**src/rtl/alu_seq.sv**
```systemverilog
// Multi-byte operation sequencer for the shared 8-bit ALU: walks an NBYTES-wide
// operation through the ALU one byte per clock, chaining the carry between bytes.
module alu_seq #(
   parameter int NBYTES = 2
) (
   input  logic                  clk,
   input  logic                  reset,
   input  logic                  start,
   input  logic [2:0]            op,
   input  logic [8*NBYTES-1:0]   opa,
   input  logic [8*NBYTES-1:0]   opb,
   input  logic                  cin,
   output logic                  busy,
   output logic                  done,
   output logic [8*NBYTES-1:0]   result,
   output logic                  carry_out,
   output logic                  flag,
   output logic [3:0]            alu_cmd,
   output logic [7:0]            alu_inA,
   output logic [7:0]            alu_inB,
   output logic                  alu_cin,
   input  logic [7:0]            alu_rslt,
   input  logic                  alu_cout,
   input  logic                  alu_flag
);

   localparam int W = 8 * NBYTES;

   typedef enum logic [1:0] {S_IDLE, S_RUN, S_DONE} state_t;

   typedef enum logic [2:0] {
      OP_ADD = 3'b000, OP_SUB = 3'b001, OP_SHL = 3'b010, OP_SHR = 3'b011,
      OP_AND = 3'b100, OP_XOR = 3'b101, OP_LTU = 3'b110, OP_EQ  = 3'b111
   } op_t;

   localparam logic [3:0] CMD_AND  = 4'b0000;
   localparam logic [3:0] CMD_XOR  = 4'b0001;
   localparam logic [3:0] CMD_SHL  = 4'b0011;
   localparam logic [3:0] CMD_SHR  = 4'b0100;
   localparam logic [3:0] CMD_ADD  = 4'b0101;
   localparam logic [3:0] CMD_IDLE = 4'b0111;
   localparam logic [3:0] CMD_EQ   = 4'b1010;

   state_t         state_q, state_d;
   op_t            op_q, op_d;
   logic [W-1:0]   opa_q, opa_d;
   logic [W-1:0]   opb_q, opb_d;
   logic [1:0]     idx_q, idx_d;
   logic           carry_q, carry_d;
   logic [W-1:0]   work_q, work_d;
   logic [W-1:0]   result_q, result_d;
   logic           cout_q, cout_d;
   logic           flag_q, flag_d;

   logic           accept;
   logic           msb_first;
   logic           last_byte;
   logic           op_msb_first;
   logic [7:0]     a_byte;
   logic [7:0]     b_byte;

   assign accept       = start && (state_q != S_RUN);
   assign msb_first    = (op_q == OP_SHR) || (op_q == OP_EQ);
   assign op_msb_first = (op_t'(op) == OP_SHR) || (op_t'(op) == OP_EQ);
   assign last_byte    = msb_first ? (idx_q == 2'd0) : (idx_q == 2'(NBYTES - 1));

   always_comb begin
      a_byte = '0;
      b_byte = '0;
      for (int b = 0; b < NBYTES; b++) begin
         if (idx_q == 2'(b)) begin
            a_byte = opa_q[8*b +: 8];
            b_byte = opb_q[8*b +: 8];
         end
      end
   end

   always_comb begin
      // NOTE: every signal gets a default first so no path through the case infers a latch.
      state_d  = state_q;
      op_d     = op_q;
      opa_d    = opa_q;
      opb_d    = opb_q;
      idx_d    = idx_q;
      carry_d  = carry_q;
      work_d   = work_q;
      result_d = result_q;
      cout_d   = cout_q;
      flag_d   = flag_q;
      alu_cmd  = CMD_IDLE;
      alu_inA  = '0;
      alu_inB  = '0;
      alu_cin  = 1'b0;

      case (state_q)
         S_RUN: begin
            alu_inA = a_byte;
            alu_inB = b_byte;
            alu_cin = carry_q;
            case (op_q)
               OP_ADD:         alu_cmd = CMD_ADD;
               OP_SUB, OP_LTU: begin
                  alu_cmd = CMD_ADD;
                  alu_inB = ~b_byte;
               end
               OP_SHL:         alu_cmd = CMD_SHL;
               OP_SHR:         alu_cmd = CMD_SHR;
               OP_AND:         alu_cmd = CMD_AND;
               OP_XOR:         alu_cmd = CMD_XOR;
               default:        alu_cmd = CMD_EQ;
            endcase

            for (int b = 0; b < NBYTES; b++) begin
               if (idx_q == 2'(b)) work_d[8*b +: 8] = alu_rslt;
            end
            carry_d = alu_cout;
            idx_d   = msb_first ? idx_q - 2'd1 : idx_q + 2'd1;

            // EQ may finish early on the first mismatching byte (MSB first).
            if (last_byte || (op_q == OP_EQ && !alu_flag)) begin
               state_d  = S_DONE;
               result_d = (op_q == OP_EQ) ? '0 : work_d;
               cout_d   = (op_q == OP_ADD || op_q == OP_SUB ||
                           op_q == OP_SHL || op_q == OP_SHR) ? alu_cout : 1'b0;
               flag_d   = (op_q == OP_LTU) ? ~alu_cout :
                          (op_q == OP_EQ)  ? alu_flag  : 1'b0;
            end
         end
         S_DONE:  state_d = S_IDLE;
         default: state_d = S_IDLE;
      endcase

      if (accept) begin
         state_d = S_RUN;
         op_d    = op_t'(op);
         opa_d   = opa;
         opb_d   = opb;
         idx_d   = op_msb_first ? 2'(NBYTES - 1) : 2'd0;
         case (op_t'(op))
            OP_ADD, OP_SHL, OP_SHR: carry_d = cin;
            OP_SUB, OP_LTU:         carry_d = 1'b1;
            default:                carry_d = 1'b0;
         endcase
      end
   end

   always_ff @(posedge clk) begin
      if (reset) begin
         state_q  <= S_IDLE;
         op_q     <= OP_ADD;
         opa_q    <= '0;
         opb_q    <= '0;
         idx_q    <= '0;
         carry_q  <= 1'b0;
         work_q   <= '0;
         result_q <= '0;
         cout_q   <= 1'b0;
         flag_q   <= 1'b0;
      end else begin
         state_q  <= state_d;
         op_q     <= op_d;
         opa_q    <= opa_d;
         opb_q    <= opb_d;
         idx_q    <= idx_d;
         carry_q  <= carry_d;
         work_q   <= work_d;
         result_q <= result_d;
         cout_q   <= cout_d;
         flag_q   <= flag_d;
      end
   end

   assign busy      = (state_q == S_RUN);
   assign done      = (state_q == S_DONE);
   assign result    = result_q;
   assign carry_out = cout_q;
   assign flag      = flag_q;

endmodule

```
**config.mk**
```make
export PLATFORM = sky130hd
export DESIGN_NAME = alu_seq
export DESIGN_NICKNAME = d
export VERILOG_FILES = /design/src/rtl/alu_seq.sv
export SDC_FILE = /design/constraint.sdc
export NUM_CORES = 1
export LEC_CHECK = 0
export BUFFER_PORTS_ARGS = -buffer_cell sky130_fd_sc_hd__buf_2
export CAP_MARGIN = 15
export CORE_ASPECT_RATIO = 0.8
export CORE_MARGIN = 1
export CORE_UTILIZATION = 45
export DETAILED_ROUTE_END_ITERATION = 6
export HOLD_SLACK_MARGIN = 0.03
export PLACE_DENSITY = 0.69
export SLEW_MARGIN = 10
export SYNTH_ARGS = -nofsm -noshare
export SYNTH_HDL_FRONTEND = slang
export SYNTH_SLANG_ARGS = --single-unit
```
**constraint.sdc**
```tcl
create_clock -name clk -period 2.2 [get_ports clk]
set_input_delay 0.22 -clock clk [delete_from_list [all_inputs] [get_ports clk]]
set_output_delay 0.22 -clock clk [all_outputs]
set_load 0.01 [all_outputs]
```
# Word level (Yosys, flattened, before mapping)
# Index checks and enable logic that the tools add are counted.
# word_totals
regBits,74
inputBits,49
n_memories,0
mem_bits_ro,0
mem_bits_rw,0
latchBits,0
# op_classes
add_sub_neg,2
n_shift,0
n_reduce_logical,19
order_cmp,0
bitwise,3
multipliers,0
n_eq_ne,17
div_mod_pow,0
n_mux,27
# op_table
operator,n
$mux W8,9
$pmux W4 S5,1
$eq A3 B3 Y1 const B,6
$mux W16,1
$eq A3 B2 Y1 const B,4
$mux W1,11
$reduce_or A3 Y1,3
$not A8 Y8,1
$eq A3 B1 Y1 const B,2
$logic_not A3 Y1,2
$logic_or A1 B1 Y1,6
$mux W2,3
$eq A2 B1 Y1 const B,2
$mux W4,1
$reduce_or A2 Y1,2
$ne A3 B1 Y1 const B,1
$add A2 B1 Y2 const B,1
$eq A2 B2 Y1 const B,1
$logic_and A1 B1 Y1,2
$logic_not A2 Y1,1
$ne A2 B1 Y1 const B,1
$not A1 Y1,2
$pmux W1 S2,1
$reduce_and A2 Y1,1
other kinds (3),3

# Depth between registers and ports, before layout
# logic_depth
word_depth,7
mapped_depth,8

# Worst setup path before layout
# Ideal clock, no wire load.
# synth_path
path_type,reg-to-output
from,register idx_q[0]
to,output alu_inB[3]
arrival_ns,1.383
stages_incl_launch_ff,9
setup_slack_ns,0.597
path_cell_list,dfxtp_1 -> inv_1 -> ha_1 -> buf_2 -> buf_2 -> nand2_1 -> o21ai_0 -> xor2_1 -> nor2_1
# synth_between
elab_chain_cells,6
elab_cells_between_ends,7
classes_between,eq/ne (1); mux (4); bitwise (1); reduce/logical (1)
# synth_rtl
item,line_no,source
start: declaration,48,"logic [1:0] idx_q, idx_d;"
start signal: assignment,164,idx_q <= idx_d;
$logic_not A2 Y1,71,if (idx_q == 2'(b)) begin
$mux W8,71,
$mux W8 (*),71,
$not A8 Y8,104,alu_inB = ~b_byte;
$mux W8 (*),100,case (op_q)
$mux W8 (*),95,case (state_q)
end: declaration,20,"output logic [7:0] alu_inB,"
# Mark *: on every way between the ends. The rest lies on a longest branch, timed or not.

# Final worst setup path
# layout_path
from,register op_q[0]
to,output alu_inB[1]
# layout_between
elab_chain_cells,4
elab_cells_between_ends,5
classes_between,eq/ne (2); mux (2); reduce/logical (1)
# layout_rtl
item,line_no,source
start: declaration,45,"op_t op_q, op_d;"
start signal: assignment,161,op_q <= op_d;
$eq A3 B1 Y1 or $eq A3 B3 Y1 (tied branches),100,
$reduce_or A2 Y1 (*),100,
$mux W8 (*),100,
$mux W8 (*),95,
# Marks and branches as above.

==> flow_summary_export.csv <==
group,metric,value,unit
clock_tree,cts_tree,"yes",
synth,synth_compound_area_share,18.2,%
timing,slew_viol_final,0,
clock_tree,clock_latency,0.34,ns
timing,fin_crit,2.10,ns
timing,rsz0062_at_grt,"no",
synth,synth_xor_area_share,2.56,%
run_status,status,"complete, no violations",
critical_path,worstPathMaxFanout,9,
clock_tree,root_buffer,"clkbuf_8",
critical_path,critPathLaunchType,"flip-flop",
synth,synth_nets,481,
die,std_cell_rows,28,
timing,finalSetupViolations,0,
clock_tree,htree_levels,3,
synth,synth_area,0.00342,mm2
critical_path,crit_path_end_kind,"primary output",
clock_tree,clk_pin_slew,0.08,ns
timing,finalClockSkew,0.00967,ns
finish,final_common_cell,"nand2_1",
finish,layout.nets,556,
synth,synth_fa_ha_area_share,1.10,%
routing,first_iter_violations,141,
die,core_area,0.00739,mm2
power,max-vdd-ir-drop,0.000316,V
critical_path,arrival,1.88,ns
synth,yosys.area.top_type_share,43.3,%
critical_path,r2r_cells,5,
routing,drcViolationCount,0,
synth,synth_mux_area_share,4.97,%
critical_path,r2r-end,"result[0]",
min_path,min_path_type,"in -> reg",
timing,maxSlewHeadroom,68.7,%
timing,setup_slack,0.102,ns
critical_path,crit_type,"reg -> out",
synth,yosys.area_share.simple,23.1,%
routing,ant_nets,0,
synth,synth_warnings,0,
place,post-dp-hpwl,5.59,mm
critical_path,crit_required,1.98,ns
clock_tree,cts_buffer_depth,2,
global_route,grt.overflow.total,0,
synth,ys_top_cells_by_area,"dfxtp_1 (43%), nand2_1 (11%), a21oi_1 (7.2%)",
global_route,grt.total_usage,21.6,%
synth,syn_inst,429,
critical_path,crit_path_end,"alu_inB[1]",
finish,area_growth,19.7,%
routing,dr.pass1.iters,4,
power,leakage,1.74,nW
die,ios,90,
global_route,grt_first_pass_wirelength,13.6,mm
die,die_y,80.0,um
synth,avgSynthCellArea,7.98,um2
critical_path,r2r_setup_slack,0.36,ns
synth,seq_area_frac_synth,43.3,%
routing,wl_per_cell,13.4,um
finish,final_area,0.00410,mm2
power,p_total,2.99,mW
place,placed_cell_area,0.00388,mm2
die,start_util,46.3,%
critical_path,startpoint,"op_q[0]",
timing,fmax,477,MHz
synth,ys_types,38,
routing,vias,3118,
clock_tree,numClockSinks,74,
timing,hold_violations,0,
timing,tns,0,ns
global_route,antenna_found_initial,0,
synth,yosysTopAreaCell,"dfxtp_1",
global_route,grt_max_degree,47,
place,pre_cts_slack,0.372,ns
finish,fin_util,55.4,%
clock_tree,cts_buffers,9,
critical_path,reg2reg_from,"op_q[0]",
power,powerDensity,729,mW/mm2
finish,antenna_cells,0,
place,routabilityCongestion,0.875,
timing,period_share,95.4,%
finish,mostFrequentLayoutCells,"nand2_1 (99), buf_2 (89), dfxtp_1 (74)",
die,die-area,0.00796,mm2
die,die_w,99.5,um
timing,tightestPinTransition,0.470,ns
global_route,grt_pass1_vias,2879,
routing,avgViaCountPerCell,5.08,
flow_run,maxCapViolations,0,
synth,synth_top_family_by_area,"simple AND/OR/NAND/NOR gates",
place,numPortBuffers,89,
routing,routed_wl,8.23,mm
finish,final_layout_size_suffix_gt1_share,24.2,%
synth,ys_ff_latch,74,
[sequential cells by signal, indices dropped and copies added, names as in the netlist]
signal and count:
result 16, idx_q 2, work_q 16, op_q 3, opa_q 16, state_q 2, carry_out 1, carry_q 1
flag 1, opb_q 16
[synth_stat cells]
master,number
buf_6,5
clkbuf_1,16
clkinv_2,1
inv_1,6
or3_1,2
buf_4,2
o31ai_1,16
nor4_1,1
o32ai_1,1
nand4_1,1
a21oi_4,1
nor3_1,1
o221a_2,1
nor2b_1,1
inv_2,1
nand3_1,2
o21bai_1,1
o21ai_0,12
nor3_2,1
a21o_2,1
buf_2,12
and3b_1,1
o311ai_4,1
dfxtp_1,74
a211oi_1,16
ha_1,3
and2_1,2
or4_1,1
nand2b_4,1
nor2_1,51
mux2i_1,17
nand2_1,99
and2b_4,1
a21oi_1,49
buf_1,2
xnor2_1,2
xor2_1,8
nand3b_1,16
[metal layers]
metal / wire length (um) / part of all wire [%] / up-vias / track usage, %
li1: - / - / 1596 / -
met1: 4000 / 49 / 1447 / 28.5
met2: 3780 / 46 / 68 / 35.1
met3: 388 / 4.7 / 7 / 5.34
met4: 72 / 0.87 / 0 / 6.47
met5: 0 / 0 / - / 0
[how the worst min path moves through the flow]
stage | from | cells past startpoint | endpoint
2_1_floorplan | op[2] | 2 | op_q[2]
3_3_place_gp | opa_q[15] | 2 | opa_q[15]
3_5_place_dp | carry_out | 2 | carry_out
4_1_cts | opb[2] | 3 | opb_q[2]
5_1_grt | opa[0] | 3 | opa_q[0]
6_report | opb[2] | 3 | opb_q[2]
[final cells by class]
cell class / count / area, um2
Multi-Input combinational cell: 310 / 1710
Tap cell: 105 / 131
Inverter: 8 / 31.3
Clock buffer: 13 / 139
Timing Repair Buffer: 101 / 559
Clock inverter: 3 / 40.0
Sequential cell: 74 / 1480
Fill cell: 721 / 3300
[critical path: stages (launching register included)]
cell and delay [ns]:
dfxtp_1 0.55, and3b_1 0.28, a21oi_4 0.15, buf_12 0.15
xor2_1 0.19, nor2_1 0.05, buf_2 0.14
[power by group]
part	internal, mW	switching (mW)
clock	0.523	0.468
combinational	0.210	0.317
sequential	1.42	0.0475
total	2.16	0.833
[per-stage QoR]
stage / cells / hold slack, ns
after floorplan: 429 / 0.356
after global placement: 597 / 0.442
after detailed placement: 597 / 0.448
after CTS: 614 / 0.0974
after global routing: 614 / 0.106
final: 614 / 0.112
[logic make-up after synthesis]
group | Yosys count
XOR/XNOR | 10
flip-flops | 74
AO/OA/AOI/OAI | 99
AND/OR/NAND/NOR | 181
buffers and inverters | 45
adder cells (fa/ha/maj) | 3
multiplexers | 17
[repair_timing]
item,CTS,global route
setup buffers,1,0
hold buffers,0,0
pin swaps,0,0
setup endpoints to repair,1,8
resized for setup,0,7
hold endpoints to repair,0,0
No activity file was read; power rests on OpenSTA's default activity.
